==> src/rtl/pong_game_ctl.sv <==
// Pong game-flow sequencer: gates ball motion, detects paddle hits and misses,
// keeps score and declares a winner. Single clock domain (pclk).
module pong_game_ctl #(
   parameter int BALL_DIAMETER = 16,
   parameter int PADDLE_H      = 64,
   parameter int L_EDGE        = 24,
   parameter int R_EDGE        = 982,
   parameter int POINT_FRAMES  = 60,
   parameter int WIN_SCORE     = 9
) (
   input  logic        pclk,
   input  logic        rst,
   input  logic        frame_tick,
   input  logic        mouse_left,
   input  logic [11:0] ball_xpos,
   input  logic [11:0] ball_ypos,
   input  logic [11:0] pad_l_ypos,
   input  logic [11:0] pad_r_ypos,
   output logic        ball_run,
   output logic        bounce_l,
   output logic        bounce_r,
   output logic [3:0]  score_l,
   output logic [3:0]  score_r,
   output logic [1:0]  winner,
   output logic [1:0]  game_state
);

   typedef enum logic [1:0] {
      SERVE = 2'b00,
      PLAY  = 2'b01,
      POINT = 2'b10,
      OVER  = 2'b11
   } state_t;

   localparam int CW = (POINT_FRAMES > 1) ? $clog2(POINT_FRAMES) : 1;

   state_t          state_q;
   logic            mouse_prev_q;
   logic [11:0]     x_prev_q;
   logic            lock_l_q, lock_r_q;
   logic [CW-1:0]   cnt_q;
   logic            ball_run_q, bounce_l_q, bounce_r_q;
   logic [3:0]      score_l_q, score_r_q;
   logic [1:0]      winner_q;

   logic press, moving_left, moving_right;
   logic overlap_l, overlap_r, zone_l, zone_r;

   function automatic logic [3:0] sat_inc(input logic [3:0] s);
      return (s == 4'hF) ? s : s + 4'd1;
   endfunction

   // Vertical overlap is evaluated in 13 bits so paddle/ball bottoms near 4095 cannot wrap.
   always_comb begin
      press        = mouse_left & ~mouse_prev_q;
      moving_left  = ball_xpos < x_prev_q;
      moving_right = ball_xpos > x_prev_q;
      overlap_l    = ({1'b0, ball_ypos} + 13'(BALL_DIAMETER) > {1'b0, pad_l_ypos}) &&
                     ({1'b0, ball_ypos} < {1'b0, pad_l_ypos} + 13'(PADDLE_H));
      overlap_r    = ({1'b0, ball_ypos} + 13'(BALL_DIAMETER) > {1'b0, pad_r_ypos}) &&
                     ({1'b0, ball_ypos} < {1'b0, pad_r_ypos} + 13'(PADDLE_H));
      zone_l       = (ball_xpos <= 12'(L_EDGE)) && moving_left  && !lock_l_q;
      zone_r       = (ball_xpos >= 12'(R_EDGE)) && moving_right && !lock_r_q;
   end

   // NOTE: sequential state uses non-blocking assignments only; later statements in this block deliberately override earlier defaults.
   always_ff @(posedge pclk or posedge rst) begin
      if (rst) begin
         state_q      <= SERVE;
         mouse_prev_q <= 1'b0;
         x_prev_q     <= '0;
         lock_l_q     <= 1'b0;
         lock_r_q     <= 1'b0;
         cnt_q        <= '0;
         ball_run_q   <= 1'b0;
         bounce_l_q   <= 1'b0;
         bounce_r_q   <= 1'b0;
         score_l_q    <= '0;
         score_r_q    <= '0;
         winner_q     <= '0;
      end else begin
         mouse_prev_q <= mouse_left;
         bounce_l_q   <= 1'b0;
         bounce_r_q   <= 1'b0;
         if (frame_tick) x_prev_q <= ball_xpos;
         if (ball_xpos > 12'(L_EDGE)) lock_l_q <= 1'b0;
         if (ball_xpos < 12'(R_EDGE)) lock_r_q <= 1'b0;

         case (state_q)
            SERVE: begin
               if (press) begin
                  state_q    <= PLAY;
                  ball_run_q <= 1'b1;
               end
            end
            PLAY: begin
               if (frame_tick) begin
                  if (zone_l) begin
                     if (overlap_l) begin
                        bounce_l_q <= 1'b1;
                        lock_l_q   <= 1'b1;
                     end else begin
                        score_r_q  <= sat_inc(score_r_q);
                        state_q    <= POINT;
                        ball_run_q <= 1'b0;
                        cnt_q      <= '0;
                     end
                  end else if (zone_r) begin
                     if (overlap_r) begin
                        bounce_r_q <= 1'b1;
                        lock_r_q   <= 1'b1;
                     end else begin
                        score_l_q  <= sat_inc(score_l_q);
                        state_q    <= POINT;
                        ball_run_q <= 1'b0;
                        cnt_q      <= '0;
                     end
                  end
               end
            end
            POINT: begin
               if (frame_tick) begin
                  if (cnt_q == CW'(POINT_FRAMES - 1)) begin
                     lock_l_q <= 1'b0;
                     lock_r_q <= 1'b0;
                     if (score_l_q == 4'(WIN_SCORE)) begin
                        winner_q <= 2'b01;
                        state_q  <= OVER;
                     end else if (score_r_q == 4'(WIN_SCORE)) begin
                        winner_q <= 2'b10;
                        state_q  <= OVER;
                     end else begin
                        state_q  <= SERVE;
                     end
                  end else begin
                     cnt_q <= cnt_q + 1'b1;
                  end
               end
            end
            OVER: begin
               if (press) begin
                  score_l_q <= '0;
                  score_r_q <= '0;
                  winner_q  <= '0;
                  state_q   <= SERVE;
               end
            end
            default: state_q <= SERVE;
         endcase
      end
   end

   assign ball_run   = ball_run_q;
   assign bounce_l   = bounce_l_q;
   assign bounce_r   = bounce_r_q;
   assign score_l    = score_l_q;
   assign score_r    = score_r_q;
   assign winner     = winner_q;
   assign game_state = state_q;

endmodule

==> config.mk <==
export PLATFORM = sky130hd
export DESIGN_NAME = pong_game_ctl
export DESIGN_NICKNAME = d
export VERILOG_FILES = /design/src/rtl/pong_game_ctl.sv
export SDC_FILE = /design/constraint.sdc
export NUM_CORES = 1
export LEC_CHECK = 0
export CAP_MARGIN = 20
export CELL_PAD_IN_SITES_DETAIL_PLACEMENT = 0
export CELL_PAD_IN_SITES_GLOBAL_PLACEMENT = 1
export CORE_MARGIN = 2
export CORE_UTILIZATION = 43
export DETAILED_ROUTE_END_ITERATION = 8
export PLACE_DENSITY_LB_ADDON = 0.15
export SLEW_MARGIN = 20
export SYNTH_ARGS = -nofsm -noshare
export SYNTH_HDL_FRONTEND = slang
export SYNTH_SLANG_ARGS = --single-unit
==> constraint.sdc <==
create_clock -name pclk -period 7 [get_ports pclk]
set_clock_uncertainty 0.15 [all_clocks]
set_input_delay 1.4 -clock pclk [delete_from_list [all_inputs] [get_ports pclk]]
set_output_delay 1.4 -clock pclk [all_outputs]
set_load 0.05 [all_outputs]
## Yosys cells after proc, flatten, opt, wreduce, memory -nomap -nowiden

Cells that the tools add are included.

| word-level totals | value |
|---|---|
| register bits | 36 |
| bits in latches | 0 |
| bits in writable memories | 0 |
| ROM bits | 0 |
| input bits | 52 |
| output and inout bits | 15 |
| word-level logic and storage cells | 142 |
| memories | 0 |

| cells by class | value |
|---|---|
| add/sub/neg operators | 6 |
| $mul | 0 |
| div/mod/pow operators | 0 |
| order comparisons | 10 |
| equal/unequal tests | 25 |
| shift-type cells | 0 |
| multiplexer cells | 68 |
| bitwise gates (word level) | 2 |
| reduce and logical (&&, ||, !) cells | 19 |

Operators with widths:

| cell | count |
|---|---|
| 2-to-1 mux 6 bit | 7 |
| 2-to-1 mux 4 bit | 10 |
| 2-to-1 mux 2 bit | 15 |
| 2-to-1 mux 1 bit | 28 |
| adder 12 x 7 -> 13 bit, second input constant | 2 |
| greater-than comparator 13 x 12 -> 1 bit | 2 |
| less-than comparator 12 x 13 -> 1 bit | 2 |
| inequality test 2 bit, second input constant | 13 |
| == test 4 bit, second input constant | 4 |
| one-hot mux 4 bit (2 select lines) | 2 |
| AND reduction 7 bit | 2 |
| adder 12 x 5 -> 13 bit, second input constant | 1 |
| >= comparator 12 x 10 -> 1 bit, second input constant | 1 |
| greater-than comparator 12 bit | 1 |
| greater-than comparator 12 x 5 -> 1 bit, second input constant | 1 |
| less-or-equal comparator 12 x 5 -> 1 bit, second input constant | 1 |
| less-than comparator 12 x 10 -> 1 bit, second input constant | 1 |
| less-than comparator 12 bit | 1 |
| inequality test 3 bit, second input constant | 4 |
| one-hot mux 6 bit (2 select lines) | 1 |
| AND reduction 6 bit | 2 |
| adder 4 x 1 -> 4 bit, second input constant | 2 |
| one-hot mux 2 bit (4 select lines) | 1 |
| AND reduction 8 bit | 1 |
| other kinds (13) | 25 |

## Depth between registers and ports, before layout

Gate-level depths: netlist of run 1.

| logic depth | value |
|---|---|
| depth in word-level cells | 8 |
| gate-level depth with buffers | 14 |
| gate-level depth less buffers | 13 |

## Worst setup path after synthesis of run 1

OpenSTA, ideal clock, no wires.

| path | value |
|---|---|
| path type | input-to-reg |
| from | input port pad_r_ypos[9] |
| to | register score_l_q[0], in the netlist score_l[0] |
| data arrival time | 3.842 ns |
| required time | 6.725 ns |
| path slack | 2.883 ns |
| stages | 12 |
| cells stage by stage | inv_1 nor3_1 nand3_1 xnor2_1 ha_1 nand3_1 a31oi_1 or4_1 a221oi_2 nor4_1 o21ai_2 mux2_2 |

| between the ends | value |
|---|---|
| word-level cells in the longest chain between the ends | 5 |
| elaborated cells on any way between the ends | 6 |

Ends and longest elaborated chain:

| element | RTL line | source |
|---|---|---|
| start: declaration | 18 | `input logic [11:0] pad_r_ypos,` |
| adder 12 x 7 -> 13 bit | 61 | `({1'b0, ball_ypos} < {1'b0, pad_r_ypos} + 13'(PADDLE_H));` |
| less-than comparator 12 x 13 -> 1 bit | 61 |  |
| logical AND 1 bit * | 60 | `overlap_r = ({1'b0, ball_ypos} + 13'(BALL_DIAMETER) > {1'b0, pad_r_ypos}) &&` |
| inequality test 2 bit (no source line) * | -- |  |
| AND reduction 7 bit (no source line) * | -- |  |
| end signal: assignment | 113 | `score_l_q <= sat_inc(score_l_q);` |
| end: declaration | 43 | `logic [3:0] score_l_q, score_r_q;` |

Mark *: on every way between the ends. The rest lies on a longest branch, timed or not.
A chain may end at the register's enable or synchronous reset.

## Worst setup path after layout of run 1

| path | value |
|---|---|
| from | input port ball_ypos[4] |
| to | register score_l_q[2], in the netlist score_l[2] |

| between the ends | value |
|---|---|
| word-level cells in the longest chain between the ends | 5 |
| elaborated cells on any way between the ends | 6 |

Ends and longest elaborated chain:

| element | RTL line | source |
|---|---|---|
| start: declaration | 16 | `input logic [11:0] ball_ypos,` |
| adder 12 x 5 -> 13 bit | 60 |  |
| greater-than comparator 13 x 12 -> 1 bit | 60 |  |
| logical AND 1 bit * | 60 |  |
| inequality test 2 bit (no source line) * | -- |  |
| AND reduction 7 bit (no source line) * | -- |  |

Marks and branches as above.

==> summary.txt, run 1 <==
PLACED DESIGN
---------------------------------------------------------------------------
Detail Placement HPWL ........................................     6.727 mm
Number of port buffers .......................................           66
Routability cong. ............................................       0.9154
Post-place setup slack .......................................      1881 ps

CTS
---------------------------------------------------------------------------
Post-cts resize count ........................................            0
Clock tree from TritonCTS ....................................        built
Number of buffers added by the clock tree synthesis step .....            5
Total number of H-tree levels ................................            2
Number of buffers on the longest clock path ..................            2
Clock insertion delay at the later pin of the skew report ....       290 ps
Number of sinks on the clock net .............................           36
Clk slew on worst S/H paths ..................................        80 ps
Setup Fix Bufs, Post-CTS .....................................            0
CTS Hold Buffers Added .......................................            0
Buffer cell driving the clock tree root ......................     clkbuf_8

GLOBAL ROUTE
---------------------------------------------------------------------------
Total GRT Usage ..............................................       0.1949
Initial antenna violation count ..............................            0
Maximum number of pins on one net before global-route repair .           37
Via count of the first global-routing pass ...................         2967
Aggregate global routing overflow ............................            0
First-pass GRT wire length ...................................     13.94 mm

TIMING
---------------------------------------------------------------------------
Period utilisation layout ....................................       0.6903
Slew @ Worst Pin .............................................      1033 ps
Number of hold-slack violations in the final timing report ...            0
Timing-limited maximum frequency .............................   0.2069 GHz
Final count of negative-setup-slack endpoints ................            0
Final worst-path setup slack .................................      2168 ps
Setup repair after global routing missed its margin ..........           no
Minimum clock period after layout ............................      4832 ps
Total Negative Setup Slacks ..................................         0 ps
Worst-case headroom to the max-slew limit ....................       0.3093
Max-slew violation count .....................................            0

SYNTHESIS
---------------------------------------------------------------------------
Post-synth top area cell .....................................      dfrtp_1
Top flip-flop cell by instance count after synthesis .........      dfrtp_1
Synthesized flop and latch total .............................           36
Number of library cell types mapped by synthesis .............           61
Synthesized net count ........................................          532
EDFF count, synth ............................................            0
Ranking of synthesized cells by instance count ............... 64 x ha_1, 53 x inv_1, 41 x nand2_1
Count of synthesis-stage warnings from yosys .................            0
Async set-reset flop share out of synthesis ..................        1.000
Cell with the most instances after synthesis .................         ha_1
Syn_area_per_cell ............................................    8.394 µm²
Share of synthesized area occupied by flip-flops and latches .       0.2580
Cell count after synthesis ...................................          416
Leading post-synthesis cells by cell area .................... dfrtp_1 26%, ha_1 23%, inv_1 5.7%
Area share of the largest cell type after synthesis ..........       0.2580
Post-synthesis cell area .....................................     3492 µm²

ROUTE
---------------------------------------------------------------------------
Vias per cell ................................................        5.435
Wirelength, routed ...........................................     8.254 mm
Routed Antenna Nets ..........................................            0
DRC ..........................................................            0
Detailed Routing Iterations Pass 1 ...........................            4
Total number of vias .........................................         3174
Iteration-0 DRC count of the detailed router .................          115
WL/cell ......................................................     14.13 µm

FINAL LAYOUT
---------------------------------------------------------------------------
Area added between synthesis and finish ......................       24.18%
Final core utilization .......................................       0.5554
Layout filler cell count .....................................          752
Layout cells sized above 1 ...................................      0.04979
Number of nets in the finished design ........................          597
Count of antenna diodes in the layout ........................            0

JOB
---------------------------------------------------------------------------
Max-Cap Viols ................................................            0

RUN STATUS
---------------------------------------------------------------------------
Status .......................................................    completed

PWR
---------------------------------------------------------------------------
Power consumption ............................................    0.9605 mW
Power per cell area .......................................... 221.5 nW/µm²
Leakage component of the power ...............................     2.029 nW
Highest ir drop seen on vdd ..................................     141.9 µV

DIE
---------------------------------------------------------------------------
Die span in x ................................................     94.12 µm
Starting Density .............................................       0.4473
IO Pins ......................................................           67
Total Die Area ...............................................     8858 µm²
Core Rows ....................................................           32
Die height ...................................................     94.12 µm
Total core area ..............................................     7807 µm²

SETUP PATH
---------------------------------------------------------------------------
Register-to-register path setup slack ........................      3970 ps
Startpoint Class .............................................   input port
Critical path origin ......................................... ball_ypos[4]
R2R cell count ...............................................            9
Data arrival time of the worst path ..........................      4860 ps
Worst R2R Start ..............................................  x_prev_q[9]
Destination of the worst register-to-register timing path ....   score_l[2]
Worst Path Max Fanout ........................................            6
Crit path required time ......................................      7030 ps
Crit Path Class .............................................. input port to flop
Critical Path Sink Type ......................................         flop

MIN PATH
---------------------------------------------------------------------------
Worst hold path endpoint .....................................    winner[1]
Worst Min Path Start .........................................    winner[1]
Min-delay worst type ......................................... flop to flop
Hold depth ...................................................            2

-- power by group --
part | leakage, nW | internal, mW | switching, mW
Sequential | 0.454 | 0.246 | 0.0415
Clock | 0.0479 | 0.0694 | 0.0794
Combinational | 1.53 | 0.209 | 0.315
-- final cells by class --
type	count	area (µm²)	share of cell area
clock buffer	5	68.82	0.01587
clock inverter	3	18.77	0.004328
inverter	53	198.9	0.04587
sequential	36	900.9	0.2077
timing repair buffer	67	668.1	0.1541
tap	102	127.6	0.02943
multi-input combinational	318	2354	0.5427
-- layer usage --
| metal | vias to the layer above | GRT usage | routed length [µm] |
|---|---|---|---|
| li1 | 1629 | - | - |
| met2 | 67 | 0.3446 | 4044 |
| met3 | 5 | 0.02568 | 312 |
| met4 | 0 | 0.03623 | 55 |
| met1 | 1473 | 0.2552 | 3841 |
| met5 | - | 0 | 0 |
-- critical path: stages --
cell	delay, ps
clkdlybuf4s50_1	590
ha_1	230
and3_1	220
nand2_1	80
xnor2_1	150
ha_1	310
nand3_1	110
nor3_1	190
nand2_1	90
nor3_1	230
a221oi_2	100
nor4_1	600
o21ai_2	200
a221o_1	370
-- stage by stage --
stage                     area (µm²)  hold slack (ps)  instances
after floorplan                 3492            327.4        416
after global placement          4249            339.5        576
after detailed placement        4249            343.1        576
after CTS                       4337            362.3        584
after global routing            4337            399.3        584
final                           4337            354.0        584
-- worst max path at each step --
stage               slack [ps]          to
finish                    2170  score_l[2]
global route              1820  score_l[2]
CTS                       2180  score_l[2]
floorplan                 2880  score_l[0]
detailed placement        1880  score_l[2]
global placement          1920  score_l[2]
-- state kept, by name (all words and copies together) (netlist names) --
| register | flops |
|---|---|
| score_r | 4 |
| game_state | 2 |
| x_prev_q | 12 |
| score_l | 4 |
| lock_l_q | 1 |
| cnt_q | 6 |
| ball_run | 1 |
| bounce_r | 1 |
| mouse_prev_q | 1 |
| bounce_l | 1 |
| winner | 2 |
| lock_r_q | 1 |
-- cells in the final DEF (no fill, tap or decap), types with 2 or more instances in the layout --
| cell type | n |
|---|---|
| nand2_1 | 41 |
| a32o_1 | 6 |
| mux2i_1 | 2 |
| clkdlybuf4s50_1 | 66 |
| a211oi_1 | 3 |
| clkinv_2 | 2 |
| o21ai_0 | 21 |
| clkbuf_8 | 5 |
| ha_1 | 64 |
| and2_1 | 2 |
| nand4_1 | 9 |
| a221o_1 | 2 |
| o31ai_1 | 2 |
| mux2_2 | 3 |
| inv_1 | 53 |
| a31oi_1 | 3 |
| o31a_1 | 2 |
| dfrtp_1 | 36 |
| a41o_1 | 2 |
| and3_1 | 6 |
| o211ai_1 | 4 |
| nor2b_1 | 5 |
| nor2_1 | 15 |
| a21o_1 | 5 |
| nand3_1 | 30 |
| a22o_1 | 2 |
| xor2_1 | 3 |
| nand3b_1 | 2 |
| nor4_1 | 2 |
| a21oi_1 | 28 |
| nor4b_1 | 2 |
| nor3_1 | 9 |
| nand2b_1 | 4 |
| o211a_1 | 2 |
| xnor2_1 | 11 |
-- cells by family after synthesis --
logic type,Yosys count,synth area share
compound gates,99,0.1956
xor+xnor,14,0.03511
fa+ha+maj,64,0.2293
buf+inv,62,0.06808
flops,36,0.2580
mux,5,0.01541
simple gates,136,0.1985
Power figures use the tool's default switching activity.
==> inputs of run 2 (changes only) <==
--- a/config.mk
+++ b/config.mk
@@ -9,7 +9,7 @@
 export CELL_PAD_IN_SITES_DETAIL_PLACEMENT = 0
 export CELL_PAD_IN_SITES_GLOBAL_PLACEMENT = 1
 export CORE_MARGIN = 2
-export CORE_UTILIZATION = 43
+export CORE_UTILIZATION = 36
 export DETAILED_ROUTE_END_ITERATION = 8
 export PLACE_DENSITY_LB_ADDON = 0.15
 export SLEW_MARGIN = 20
==> constraint.sdc (replaced) <==
create_clock -name pclk -period 4 [get_ports pclk]
set_clock_uncertainty 0.15 [all_clocks]
set_input_delay 0.8 -clock pclk [delete_from_list [all_inputs] [get_ports pclk]]
set_output_delay 0.8 -clock pclk [all_outputs]
set_load 0.05 [all_outputs]
==> run 2 against run 1 <==
Wire length is 9.4% higher; largest cell class unchanged; worst hold slack better by 7.2 ps; non-clock buffer count is 39 higher; largest power group unchanged; flip-flop and latch count stayed put.
==> summary.txt, run 2 (synthesized netlist as in run 1, its figures left out) <==
FINAL LAYOUT
---------------------------------------------------------------------------
Layout cells sized above 1 ...................................       0.1401
Number of nets in the finished design ........................          636
Top register by number of flip-flops .........................     x_prev_q
Leading registers by flop count .............................. x_prev_q: 12 flops, cnt_q: 6 flops
Number of flip-flops in the largest register .................           12
Area added between synthesis and finish ......................       36.12%
Final core utilization .......................................       0.5096
Highest-count cells in the layout ignoring fill and taps ..... 63 x ha_1, 63 x clkdlybuf4s50_1, 53 x inv_1
Count of antenna diodes in the layout ........................            0

PLACED DESIGN
---------------------------------------------------------------------------
Number of port buffers .......................................           66
Detail Placement HPWL ........................................     7.328 mm
Routability cong. ............................................       0.8982

CTS
---------------------------------------------------------------------------
Number of sinks on the clock net .............................           36
Total number of H-tree levels ................................            2
Buffer cell driving the clock tree root ......................     clkbuf_8
Number of buffers added by the clock tree synthesis step .....            5
Clk slew on worst S/H paths ..................................        80 ps
Number of buffers on the longest clock path ..................            2
Clock insertion delay at the later pin of the skew report ....       290 ps
Clock tree from TritonCTS ....................................        built

DIE
---------------------------------------------------------------------------
Starting Density .............................................       0.3744
Core Rows ....................................................           35
IO Pins ......................................................           67
Total Die Area ...............................................    10500 µm²
Die span in x ................................................     102.5 µm
Die height ...................................................     102.5 µm
Total core area ..............................................     9328 µm²

ROUTE
---------------------------------------------------------------------------
Detailed Routing Iterations Pass 1 ...........................            4
Routed Antenna Nets ..........................................            0
Wirelength, routed ...........................................     9.034 mm
DRC ..........................................................            0
Iteration-0 DRC count of the detailed router .................           92
WL/cell ......................................................     13.90 µm
Vias per cell ................................................        5.083
Total number of vias .........................................         3304

MIN PATH
---------------------------------------------------------------------------
Worst Min Path Start .........................................    winner[1]
Hold depth ...................................................            2
Worst hold path endpoint .....................................    winner[1]
Min-delay worst type ......................................... flop to flop

SETUP PATH
---------------------------------------------------------------------------
Critical Path Sink Type ......................................         flop
R2R cell count ...............................................           10
Cells along the critical path ................................ clkdlybuf4s50_1 -> ha_1 -> and3_1 -> xnor2_1 -> ha_1 -> nand4_1 -> a311oi_2 -> buf_4 -> o211a_1 -> a21oi_1 -> a41oi_2 -> a21oi_2 -> a211o_1 -> a22o_1
Register-to-register path setup slack ........................      1040 ps
Destination of the worst register-to-register timing path ....   score_r[3]
Data arrival time of the worst path ..........................      3850 ps
Startpoint Class .............................................   input port
Cell with the largest stage delay on the worst path .......... clkdlybuf4s50_1
Critical path origin ......................................... pad_l_ypos[6]
Worst Path Max Fanout ........................................            3
Cell seen most often among critical-path stages ..............         ha_1
Crit Path Class .............................................. input port to flop
Critical Path Max Stage Delay ................................       430 ps
Worst R2R Start ..............................................  x_prev_q[5]
Crit path required time ......................................      4030 ps

JOB
---------------------------------------------------------------------------
Max-Cap Viols ................................................            0

RUN STATUS
---------------------------------------------------------------------------
Status .......................................................    completed

GLOBAL ROUTE
---------------------------------------------------------------------------
Total GRT Usage ..............................................       0.1747
Maximum number of pins on one net before global-route repair .           37
First-pass GRT wire length ...................................     14.86 mm
Via count of the first global-routing pass ...................         3190
Initial antenna violation count ..............................            0
Aggregate global routing overflow ............................            0

TIMING
---------------------------------------------------------------------------
Slew @ Worst Pin .............................................     596.7 ps
Final count of negative-setup-slack endpoints ................            0
Period utilisation layout ....................................       0.9550
Minimum clock period after layout ............................      3820 ps
Worst-case headroom to the max-slew limit ....................       0.6022
Setup repair after global routing missed its margin ..........           no
Max-slew violation count .....................................            0
Number of hold-slack violations in the final timing report ...            0
Timing-limited maximum frequency .............................   0.2618 GHz

PWR
---------------------------------------------------------------------------
Leakage component of the power ...............................     2.257 nW
Power consumption ............................................     1.834 mW
Highest ir drop seen on vdd ..................................     243.1 µV
Power per cell area .......................................... 385.8 nW/µm²

## run 2: per-layer routing
layer | vias to the layer above | track usage | part of all wire | wire [µm]
met5 | - | 0 | 0 | 0
met2 | 46 | 0.2976 | 0.47 | 4262
met1 | 1553 | 0.2404 | 0.49 | 4438
met4 | 0 | 0.02564 | 0.0028 | 25
met3 | 2 | 0.02644 | 0.034 | 308
li1 | 1703 | - | - | -
## run 2: worst max-delay path by stage
stage	endpoint	slack (ps)
after floorplan	score_l[0]	480
after global placement	score_l[1]	-250
after detailed placement	score_l[1]	-300
after CTS	cnt_q[2]	8
after global routing	score_l[1]	4
final	score_r[3]	180
## run 2: stage by stage
stage | hold slack, ps | setup WS (ps) | area (µm²) | std cells | TNS (ps)
2_1_floorplan | 327.4 | 483.3 | 3492 | 416 | 0
3_3_place_gp | 343.3 | -246.2 | 4568 | 641 | -2765
3_5_place_dp | 355.3 | -297.6 | 4568 | 641 | -3516
4_1_cts | 366.4 | 7.723 | 4679 | 649 | 0
5_1_grt | 398.3 | 4.249 | 4753 | 650 | 0
6_report | 361.2 | 179.8 | 4753 | 650 | 0
## run 2: worst max-delay path: cells and delay by family
kind	cells	cell delay (ps)
adders and majority gates	2	520
AOI/OAI and AO/OA	7	1440
and+or+nand+nor	2	360
xor gates and xnor gates	1	140
buffers and inverters	2	600
## run 2: what timing repair did
action	4_1_cts	5_1_grt
hold endpoints to repair	0	0
hold buffers	0	0
setup buffers	0	1
pin swaps	1	5
endpoints found under the setup margin	2	18
gates resized for setup	0	16
## run 2: layout make-up
cell class	count	area, µm²
multi-input cells	318	2409
clock buffers	5	68.82
inverters	53	198.9
flip-flops and latches	36	900.9
well taps	129	161.4
repair buffers	106	972.2
fillers	944	4574
clock inverters	3	42.54
## run 2: report_power, final
part	leakage [nW]	internal [mW]	switching (mW)
Combinational	1.75	0.416	0.582
Sequential	0.454	0.430	0.0766
Clock	0.0541	0.185	0.144
